`config.mk`:
```
export PLATFORM = sky130hd
export DESIGN_NAME = serial_tx_frame_flat
export DESIGN_NICKNAME = d
export VERILOG_FILES = /design/src/rtl/serial_tx_frame_if.sv /design/src/rtl/serial_tx_frame.sv /design/src/flat_wrapper.sv
export SDC_FILE = /design/constraint.sdc
export NUM_CORES = 1
export LEC_CHECK = 0
export CAP_MARGIN = 25
export CELL_PAD_IN_SITES_DETAIL_PLACEMENT = 2
export CELL_PAD_IN_SITES_GLOBAL_PLACEMENT = 2
export CORE_MARGIN = 1.5
export CORE_UTILIZATION = 31
export CTS_CLUSTER_SIZE = 28
export DETAILED_ROUTE_END_ITERATION = 10
export PLACE_DENSITY = 0.77
export SETUP_SLACK_MARGIN = 0.4
export SYNTH_ARGS = -nofsm -noshare
export SYNTH_HDL_FRONTEND = slang
export SYNTH_SLANG_ARGS = --single-unit
```
`constraint.sdc`:
```
create_clock -name clock -period 1.8 [get_ports clock]
set_clock_uncertainty 0.05 [all_clocks]
set_input_delay 0.36 -clock clock [delete_from_list [all_inputs] [get_ports clock]]
set_output_delay 0.36 -clock clock [all_outputs]
set_load 0.02 [all_outputs]
```
`src/rtl/serial_tx_frame_if.sv`:
```
// Parallel load / serial line bundle for the frame transmitter.
// The master drives the load strobe and payload; the slave (transmitter) drives the line and status.
interface serial_tx_frame_if #(
    parameter int DATA_WIDTH = 8
);
    logic                  load;
    logic [DATA_WIDTH-1:0] data_in;
    logic                  serial_out;
    logic                  busy;
    logic                  done;

    modport master (
        output load,
        output data_in,
        input  serial_out,
        input  busy,
        input  done
    );

    modport slave (
        input  load,
        input  data_in,
        output serial_out,
        output busy,
        output done
    );
endinterface

```
`src/rtl/serial_tx_frame.sv`:
```
// Parallel-in, serial-out frame transmitter: start bit 0, DATA_WIDTH bits LSB first, stop bit 1,
// each bit held CLKS_PER_BIT clocks. All outputs come straight from flops.
module serial_tx_frame #(
    parameter int DATA_WIDTH   = 8,
    parameter int CLKS_PER_BIT = 4
) (
    input  logic             clock,
    input  logic             reset_b,
    serial_tx_frame_if.slave bus
);
    localparam int TICK_W = (CLKS_PER_BIT > 1) ? $clog2(CLKS_PER_BIT) : 1;
    localparam int BIT_W  = (DATA_WIDTH > 1) ? $clog2(DATA_WIDTH) : 1;

    localparam logic [TICK_W-1:0] TICK_LAST = TICK_W'(CLKS_PER_BIT - 1);
    localparam logic [BIT_W-1:0]  BIT_LAST  = BIT_W'(DATA_WIDTH - 1);
    localparam logic [TICK_W-1:0] TICK_ONE  = TICK_W'(1);
    localparam logic [BIT_W-1:0]  BIT_ONE   = BIT_W'(1);

    typedef enum logic [1:0] {
        S_IDLE,
        S_START,
        S_DATA,
        S_STOP
    } state_e;

    state_e                state_q, state_d;
    logic [TICK_W-1:0]     tick_q, tick_d;
    logic [BIT_W-1:0]      bit_q, bit_d;
    logic [DATA_WIDTH-1:0] shift_q, shift_d;
    logic                  serial_q, serial_d;
    logic                  busy_q, busy_d;
    logic                  done_q, done_d;

    logic                  bit_end;
    logic [DATA_WIDTH-1:0] shift_shr;

    assign bit_end   = (tick_q == TICK_LAST);
    assign shift_shr = shift_q >> 1;

    // NOTE: every register, including the shift register, sits on the async reset so an
    // abandoned frame leaves no stale payload behind.
    always_ff @(posedge clock or negedge reset_b) begin
        if (!reset_b) begin
            state_q  <= S_IDLE;
            tick_q   <= '0;
            bit_q    <= '0;
            shift_q  <= '0;
            serial_q <= 1'b1;
            busy_q   <= 1'b0;
            done_q   <= 1'b0;
        end else begin
            // NOTE: non-blocking assignments here so every flop samples pre-edge values.
            state_q  <= state_d;
            tick_q   <= tick_d;
            bit_q    <= bit_d;
            shift_q  <= shift_d;
            serial_q <= serial_d;
            busy_q   <= busy_d;
            done_q   <= done_d;
        end
    end

    // The outputs are computed one step ahead so that they land in flops with the state.
    always_comb begin
        // NOTE: defaults first; every path then assigns every signal and no latch is inferred.
        state_d  = state_q;
        tick_d   = tick_q;
        bit_d    = bit_q;
        shift_d  = shift_q;
        serial_d = serial_q;
        busy_d   = busy_q;
        done_d   = 1'b0;

        case (state_q)
            S_IDLE: begin
                serial_d = 1'b1;
                busy_d   = 1'b0;
                if (bus.load) begin
                    shift_d  = bus.data_in;
                    tick_d   = '0;
                    bit_d    = '0;
                    state_d  = S_START;
                    serial_d = 1'b0;
                    busy_d   = 1'b1;
                end
            end

            S_START: begin
                if (bit_end) begin
                    tick_d   = '0;
                    state_d  = S_DATA;
                    serial_d = shift_q[0];
                end else begin
                    tick_d = tick_q + TICK_ONE;
                end
            end

            S_DATA: begin
                if (bit_end) begin
                    tick_d  = '0;
                    shift_d = shift_shr;
                    if (bit_q == BIT_LAST) begin
                        bit_d    = '0;
                        state_d  = S_STOP;
                        serial_d = 1'b1;
                    end else begin
                        bit_d    = bit_q + BIT_ONE;
                        serial_d = shift_shr[0];
                    end
                end else begin
                    tick_d = tick_q + TICK_ONE;
                end
            end

            S_STOP: begin
                if (bit_end) begin
                    tick_d   = '0;
                    state_d  = S_IDLE;
                    serial_d = 1'b1;
                    busy_d   = 1'b0;
                    done_d   = 1'b1;
                end else begin
                    tick_d = tick_q + TICK_ONE;
                end
            end

            default: begin
                state_d  = S_IDLE;
                tick_d   = '0;
                bit_d    = '0;
                serial_d = 1'b1;
                busy_d   = 1'b0;
            end
        endcase
    end

    assign bus.serial_out = serial_q;
    assign bus.busy       = busy_q;
    assign bus.done       = done_q;

    busy_done_exclusive: assert property (
        @(posedge clock) disable iff (!reset_b) !(busy_q && done_q)
    );

    idle_line_high: assert property (
        @(posedge clock) disable iff (!reset_b) (!busy_q |-> serial_q)
    );
endmodule

```
`src/flat_wrapper.sv`:
```
// flat-port wrapper written by rule: the top's interface ports become plain ports
module serial_tx_frame_flat 
#(
    parameter int DATA_WIDTH   = 8,
    parameter int CLKS_PER_BIT = 4
)
  (clock, reset_b, bus_load, bus_data_in, bus_serial_out, bus_busy, bus_done);
  serial_tx_frame_if #(.DATA_WIDTH(DATA_WIDTH)) bus_i ();
  input  logic clock;
  input  logic reset_b;
  input wire logic [$bits(bus_i.load)-1:0] bus_load;
  input wire logic [$bits(bus_i.data_in)-1:0] bus_data_in;
  output wire logic [$bits(bus_i.serial_out)-1:0] bus_serial_out;
  output wire logic [$bits(bus_i.busy)-1:0] bus_busy;
  output wire logic [$bits(bus_i.done)-1:0] bus_done;
  assign bus_i.load = bus_load;
  assign bus_i.data_in = bus_data_in;
  assign bus_serial_out = bus_i.serial_out;
  assign bus_busy = bus_i.busy;
  assign bus_done = bus_i.done;
  serial_tx_frame #(.DATA_WIDTH(DATA_WIDTH), .CLKS_PER_BIT(CLKS_PER_BIT)) u_core (.clock(clock), .reset_b(reset_b), .bus(bus_i));
endmodule
```
After elaboration in Yosys (flattened, before gate mapping)

Index checks and enable logic that the tools add are counted.
W data, S select, Z words.

Register bits: 18
Output and inout port bits: 3
Logic and storage cells: 54

Add/subtract/negate cells: 2
Equal/unequal tests: 10
Multiplexer cells: 27
Reductions and logical operators: 8

Operators with widths:

| kind                  | count |
|---|---|
| $mux W8               | 2 |
| $pmux W8 S2           | 1 |
| $mux W2               | 7 |
| $mux W1               | 9 |
| $mux W3               | 3 |
| $ne A2 B1 Y1 const B  | 4 |
| $pmux W2 S4           | 1 |
| $eq A2 B2 Y1 const B  | 3 |
| $pmux W3 S2           | 1 |
| $reduce_and A3 Y1     | 2 |
| $reduce_and A5 Y1     | 1 |
| $pmux W1 S4           | 1 |
| $pmux W2 S2           | 1 |
| $reduce_bool A2 Y1    | 2 |
| $add A3 B1 Y3 const B | 1 |
| $eq A3 B3 Y1 const B  | 1 |
| $reduce_or A3 Y1      | 1 |
| $add A2 B1 Y2 const B | 1 |
| $eq A2 B1 Y1 const B  | 1 |
| $logic_not A2 Y1      | 1 |
| $ne A2 B2 Y1 const B  | 1 |
| $pmux W1 S2           | 1 |
| $reduce_and A2 Y1     | 1 |

Logic depth before layout (Yosys ltp)

Gate-level depths: netlist (run 1).

Word-level depth: 4
Gate-level depth with buffers: 7
Gate-level depth less buffers: 5

Worst setup path before layout (run 1)

OpenSTA, ideal clock, no wires.

Path type: register -> register
Start point: register u_core.state_q[0]
End point: register u_core.shift_q[1]
Library setup time: 0.125 ns
Arrival: 1.568 ns
Data required time: 1.625 ns
Path slack: 0.057 ns
Stages on the path, launching flop included: 7
Buffers on the path: 1
Period minus slack after synthesis: 1.743 ns
Cells stage by stage: dfrtp_1 > inv_1 > ha_1 > buf_2 > nor2b_1 > nor3_4 > mux2_2

Longest elaborated chain between the ends: 3

Ends and longest elaborated chain:

| what                                                        | RTL line              | source |
|---|---|---|
| start, declared                                             | serial_tx_frame.sv:26 | `state_e state_q, state_d;` |
| start signal, assigned                                      | serial_tx_frame.sv:53 | `state_q <= state_d;` |
| $eq A2 B2 Y1 / $logic_not A2 Y1 (equally long branches)     | serial_tx_frame.sv:74 | `case (state_q)` |
| $ne A2 B1 Y1 (no source line), or another cell as far along | -                     |  |
| $reduce_and A3 Y1 (no source line)                          | -                     |  |
| end signal, assigned                                        | serial_tx_frame.sv:56 | `shift_q <= shift_d;` |
| end, declared                                               | serial_tx_frame.sv:29 | `logic [DATA_WIDTH-1:0] shift_q, shift_d;` |

Several ways; a longest one is shown, not always the timed one.
A chain may end at the register's enable or synchronous reset.

Final worst setup path (run 1)

Start point: register u_core.state_q[1]
End point: register u_core.shift_q[3]

The elaborated chain is that of the path after synthesis.

==> results of run 1 <==
per-layer routing:
metal  share of wire  vias up
met3           0.022        4
li1                -      347
met5               0        -
met4           0.021        0
met1            0.41      391
met2            0.55        9
through the flow:
| step | area (um2) | power [mW] |
|---|---|---|
| after global routing | 1400 | 2.96 |
| after detailed placement | 1210 | 2.03 |
| after CTS | 1360 | 2.55 |
| after global placement | 1210 | 1.96 |
| after floorplan | 995 | 1.62 |
| final | 1400 | 2.76 |
cell type report:
class / instances / area, um2
clock buffer: 4 / 36.3
fill: 286 / 1430
inverter: 5 / 18.8
multi-input combinational: 54 / 568
sequential: 18 / 453
tap: 31 / 38.8
timing repair buffer: 31 / 284
kinds of logic (layout without fill, tap and decap cells):
| logic type | after synthesis | after routing | share of synthesized area |
|---|---|---|---|
| multiplexers | 18 | 18 | 0.211 |
| flip-flops | 18 | 18 | 0.473 |
| AND/OR/NAND/NOR | 16 | 16 | 0.0982 |
| AO/OA/AOI/OAI | 13 | 13 | 0.0890 |
| buffers and inverters | 8 | 40 | 0.0380 |
| adder cells (fa/ha/maj) | 7 | 7 | 0.0916 |
power by group:
| part | internal, mW | switching (mW) | total [mW] |
|---|---|---|---|
| logic | 0.980 | 0.786 | 1.77 |
| clock network | 0.124 | 0.141 | 0.265 |
| registers | 0.603 | 0.130 | 0.734 |
| total | 1.71 | 1.06 | 2.76 |
cells in the mapped netlist, drive strengths merged:
master  count  area (um2)
nand2       3        11.3
mux2i       1        10.0
o31ai       1        7.51
dfstp       1        26.3
buf         3        17.5
and2        1        6.26
nand2b      2        12.5
o32a        1        10.0
nand4       2        12.5
dfrtp      17         425
ha          7        87.6
a22oi       1        7.51
nor2        3        11.3
a31oi       1        6.26
nor2b       3        18.8
a211oi      1        7.51
inv         5        18.8
o21ai       6        30.0
o22ai       1        6.26
mux2       17         191
o211a       1        10.0
nor3        2        21.3
flip-flops by register name (all words and copies together), names as in the netlist:
name,flops
u_core.bit_q,3
u_core.bus.busy,1
u_core.bus.done,1
u_core.bus.serial_out,1
u_core.shift_q,8
u_core.state_q,2
u_core.tick_q,2
worst min-delay path by stage:
stage | slack [ns] | end | cells past startpoint | from
after floorplan | 0.01 | u_core.bit_q[0] | 0 | reset_b
final | 0.32 | u_core.tick_q[0] | 2 | reset_b
after detailed placement | 0.43 | u_core.shift_q[6] | 1 | u_core.shift_q[6]
after global placement | 0.42 | u_core.tick_q[0] | 1 | u_core.tick_q[0]
after CTS | 0.34 | u_core.tick_q[0] | 2 | reset_b
after global routing | 0.32 | u_core.tick_q[0] | 2 | reset_b
timing repair:
item	4_1_cts	5_1_grt
buffers inserted	6	3
setup endpoints to repair	19	18
hold buffers	0	0
gates resized for setup	18	13
pin swaps	3	3
worst max-delay path: stages, from the launching register on:
cell	delay, ns
dfrtp_2	0.46
buf_6	0.13
ha_4	0.19
nor2b_4	0.15
nor3_4	0.16
buf_12	0.16
mux2_2	0.34
layout by cell type (no fill, tap or decap), drive strengths merged:
cell            n
buf            20
dfrtp          17
mux2           17
clkdlybuf4s50  10
ha              7
o21ai           6
inv             5
clkbuf          5
nand2           3
nor2b           3
nor2            3
nor3            2
nand4           2
nand2b          2
and2            1
o31ai           1
o211a           1
o32a            1
a31oi           1
a211oi          1
a22oi           1
mux2i           1
o22ai           1
dfstp           1
==> summary.md, run 1 <==
| Metric | Value |
|---|---|
| Post-DP HPWL | 1.66 mm |
| Worst Setup Slack, final | 0.0468 ns |
| Worst hold path type | input pin to asynchronous set/reset pin |
| Setup crit start | u_core.state_q[1] |
| Met3 usage | 0.0264 |
| Initial antenna violation count | 0 |
| Distinct cells, synth | 25 |
| Setup crit end kind | flip-flop |
| Leakage power | around 0.61 nW |
| GRT Total Usage | 0.201 |
| Post-Synthesis Cell Area | 956 um2 |
| Crit-path max FO | 10 |
| Post-synthesis sequential area ratio | 0.473 |
| Slew at the pin closest to its max-slew limit | 0.242 ns |
| Layout cells sized above 1 | 0.500 |
| Max Cap Viol | 0 |
| Crit path DAT | 1.90 ns |
| Tcrit/Tclk final | 0.974 |
| Row cnt | 19 |
| Core ar. | 0.00283 mm2 |
| Antenna diodes | 0 |
| Peak Freq | 0.570 GHz |
| Met1 Usage GRT | 0.232 |
| Seq cells post-synth | 18 |
| Finish-stage setup viols | 0 |
| CTS root buffer | clkbuf_4 |
| Die W | 58.5 um |
| DRT antenna net count | 0 |
| Mapped Cells | 80 |
| Vias per inst | 5.25 |
| TritonRoute pass-1 iters | 4 |
| Yosys warnings | 0 |
| Die Ht | 58.5 um |
| Final non-filler cell total | 143 |
| Number of buffer cells added on primary ports | 13 |
| Worst VDD drop | roughly 0.00073 V |
| Final setup TNS | 0 ns |
| Post-Route WL | 2.97 mm |
| Final Hold Fails | 0 |
| Startpoint Class | flip-flop |
| First-pass GRT wire length | 4.78 mm |
| Setup CP Type | flip-flop to flip-flop |
| Clock sinks | 18 |
| Vias in the first global route | 876 |
| Placed Instances | 130 |
| Post-Place Worst Slack | -0.0824 ns |
| Overflow after GRT | 0 |
| Clock buffer depth | 2 |
| Outcome | finished clean |
| Final Max Tran Viols | 0 |
| Die footprint | about 0.0034 mm2 |
| Clk_lat worst skew | 0.31 ns |
| Wire length per cell | roughly 21 um |
| Final min period | between 1.5 and 2 ns |
| Synth-to-layout area growth | 46.3% |
| R2R depth | 6 |
| CTS buffer count | 3 |
| Starting density of the core | 0.338 |
| Worst-path clk slew | 0.11 ns |
| Syn Nets | 98 |
| Num ports | 14 |
| Hold Slack | around 0.32 ns |
| FF-to-FF Start | u_core.state_q[1] |
| H-tree Lvls | 1 |
| GRT met2 Usage | 0.361 |
| Fin util | 0.494 |
| Routability Congestion | roughly 0.69 |
| Nets | between 100 and 150 |
| TritonCTS clock tree | yes |
| Data required, critical path | 1.95 ns |
| Reg-to-reg setup timing slack | 0.05 ns |
| RSZ-0062 raised after global routing | true |
| Pin count of the biggest net entering global routing | 19 |
| Critical Path Sink | u_core.shift_q[3] |
| Top Usage Layer GRT | met2 |
| Vias | roughly 750 |
| R2R Path End | u_core.shift_q[3] |
| Worst slew margin | 0.839 |
| Drc violations | 0 |
| Power Density | between 1500 and 2000 mW/mm2 |
| DRC marker count from the first detailed-route iteration | 7 |
| Avg Synthesized Cell Area | roughly 12 um2 |
(Power assumes the default switching activity.)
==> run 2: changes to the inputs <==
CAP_MARGIN = 20   (was 25)
MAX_ROUTING_LAYER = met4   (was not set)
==> run 2 against run 1 <==
Largest power group unchanged; largest cell class unchanged; count of clock-buffer cells in the layout unchanged; sequential cell count is the same; total power grew 0.19%; worst setup slack gained 0.017 ns; critical path depth down 1.
==> summary.md, run 2 (synthesis gave the netlist of run 1 again) <==
| Metric | Value |
|---|---|
| Slowest-stage cell, CP | dfrtp_1 |
| Wire length per cell | 20.7 um |
| Nets | roughly 130 |
| RSZ-0062 raised after global routing | true |
| TritonCTS clock tree | yes |
| Pin count of the biggest net entering global routing | 19 |
| Vias per inst | about 5.2 |
| Finish-stage setup viols | 0 |
| Setup CP Type | flip-flop to flip-flop |
| Int Pwr | 1.71 mW |
| CP Cell Sequence | inv_2, ha_4, buf_4, mux2_2, mux2_4 |
| CTS root buffer | clkbuf_4 |
| Sequential power share | 0.264 |
| GRT Total Usage | 0.207 |
| Worst VDD drop | 0.000758 V |
| Biggest regs | u_core.shift_q: 8 flops, u_core.bit_q: 3 flops |
| DRT antenna net count | 0 |
| Most frequent cells in the layout | 16 x dfrtp_1, 15 x buf_4, 12 x mux2_2 |
| First-pass GRT wire length | 4.80 mm |
| Largest register FFs | 8 |
| CTS buffer count | 3 |
| Vias | 744 |
| Routability Congestion | a little under 0.7 |
| Clk_lat worst skew | between 0.3 and 0.4 ns |
| Outcome | finished clean |
| H-tree Lvls | 1 |
| Final Max Tran Viols | 0 |
| Worst path max stage delay | around 0.44 ns |
| Die W | between 50 and 60 um |
| Startpoint Class | flip-flop |
| Final min period | roughly 1.7 ns |
| Power Density | 1990 mW/mm2 |
| Setup crit end kind | flip-flop |
| Die footprint | 0.00343 mm2 |
| Switching share of total power | 0.383 |
| Switch Pwr | 1.06 mW |
| Layout cells sized above 1 | 0.500 |
| Final non-filler cell total | 143 |
| Placed Instances | 130 |
| Slew at the pin closest to its max-slew limit | ~0.24 ns |
| Core ar. | 0.00283 mm2 |
| Commonest non-fill, non-tap cell in the layout | dfrtp_1 |
| Peak Freq | approximately 0.58 GHz |
| Data required, critical path | 1.95 ns |
| Vias in the first global route | 871 |
| DRC marker count from the first detailed-route iteration | 5 |
| Post-Route WL | 2.97 mm |
| Clk pwr share | 0.097 |
| Worst slew margin | 0.839 |
| Hold Buf Count CTS | 0 |
| Leakage power | just over 0.6 nW |
| Number of buffer cells added on primary ports | 13 |
| Antenna diodes | 0 |
| Row cnt | 19 |
| Tcrit/Tclk final | 0.965 |
| Logic pwr share | 0.640 |
| Starting density of the core | 0.338 |
| Overflow after GRT | 0 |
| FILL cells | approximately 280 |
| TritonRoute pass-1 iters | 3 |
| Crit-path max FO | 7 |
| Clock sinks | 18 |
| Synth-to-layout area growth | 45.9% |
| Drc violations | 0 |
| Num ports | 14 |
| Final Hold Fails | 0 |
| Post-DP HPWL | 1.66 mm |
| Die Ht | 58.5 um |
| Total power | 2.77 mW |
| Worst hold path type | input pin to asynchronous set/reset pin |
| Worst-path clk slew | 0.12 ns |
| Reg with most FFs | u_core.shift_q |
| Max Cap Viol | 0 |
| Clock buffer depth | 2 |
| Initial antenna violation count | 0 |
| Crit path DAT | 1.89 ns |
| Reg-to-reg setup timing slack | 0.06 ns |
[run 2: per-layer routing]
layer,wire (um),global-route usage
met1,1240,0.234
met2,1600,0.361
met3,64,0.0264
met4,66,0.0997
met5,0,-
[run 2: power by group through the flow]
stage	Clock [mW]	Combinational [mW]	Sequential, mW
2_1_floorplan	0	0.892	0.725
3_3_place_gp	0	1.25	0.705
3_5_place_dp	0	1.31	0.720
4_1_cts	0.266	1.57	0.715
5_1_grt	0.298	1.91	0.754
6_report	0.267	1.77	0.730
[run 2: layout make-up]
cell class / count / area, um2 / area share
clock buffers: 4 / 36.3 / 0.0260
inverters: 5 / 18.8 / 0.0135
multi-input cells: 54 / 572 / 0.410
flip-flops and latches: 18 / 453 / 0.325
well taps: 31 / 38.8 / 0.0278
repair buffers: 31 / 277 / 0.198
[run 2: path summary, 6_finish.rpt]
kind | start | endpoint | cells after the start
max | u_core.state_q[0] | u_core.shift_q[2] | 5
min | reset_b | u_core.tick_q[0] | 2
max reg2reg | u_core.state_q[0] | u_core.shift_q[2] | 5
min reg2reg | u_core.shift_q[6] | u_core.shift_q[6] | 1
max in group asynchronous | reset_b | u_core.bus.serial_out | 2
min in group clock | u_core.shift_q[6] | u_core.shift_q[6] | 1
[run 2: worst max-delay path, delay by kind of cell, from the launching register on]
family | cells | cell delay, ns
fa+ha+maj | 1 | 0.21
buf+inv | 2 | 0.31
flops | 1 | 0.44
mux | 2 | 0.61
[run 2: through the flow]
stage | utilization | hold WS (ns) | TNS (ns) | area, um2 | setup slack, ns
after floorplan | - | 0.0144 | 0 | 995 | 0.103
after global placement | 0.429 | 0.416 | -0.123 | 1210 | -0.0427
after detailed placement | 0.429 | 0.429 | -0.324 | 1210 | -0.0824
after CTS | 0.479 | 0.342 | 0 | 1360 | 0.106
after global routing | 0.493 | 0.325 | 0 | 1400 | 0.0232
final | 0.493 | 0.315 | 0 | 1400 | 0.0639
[run 2: repair_timing]
item / 4_1_cts / 5_1_grt
gates cloned: 0 / 0
resized for setup: 18 / 12
endpoints found under the setup margin: 19 / 18
pin swaps: 3 / 4
setup buffers: 6 / 3
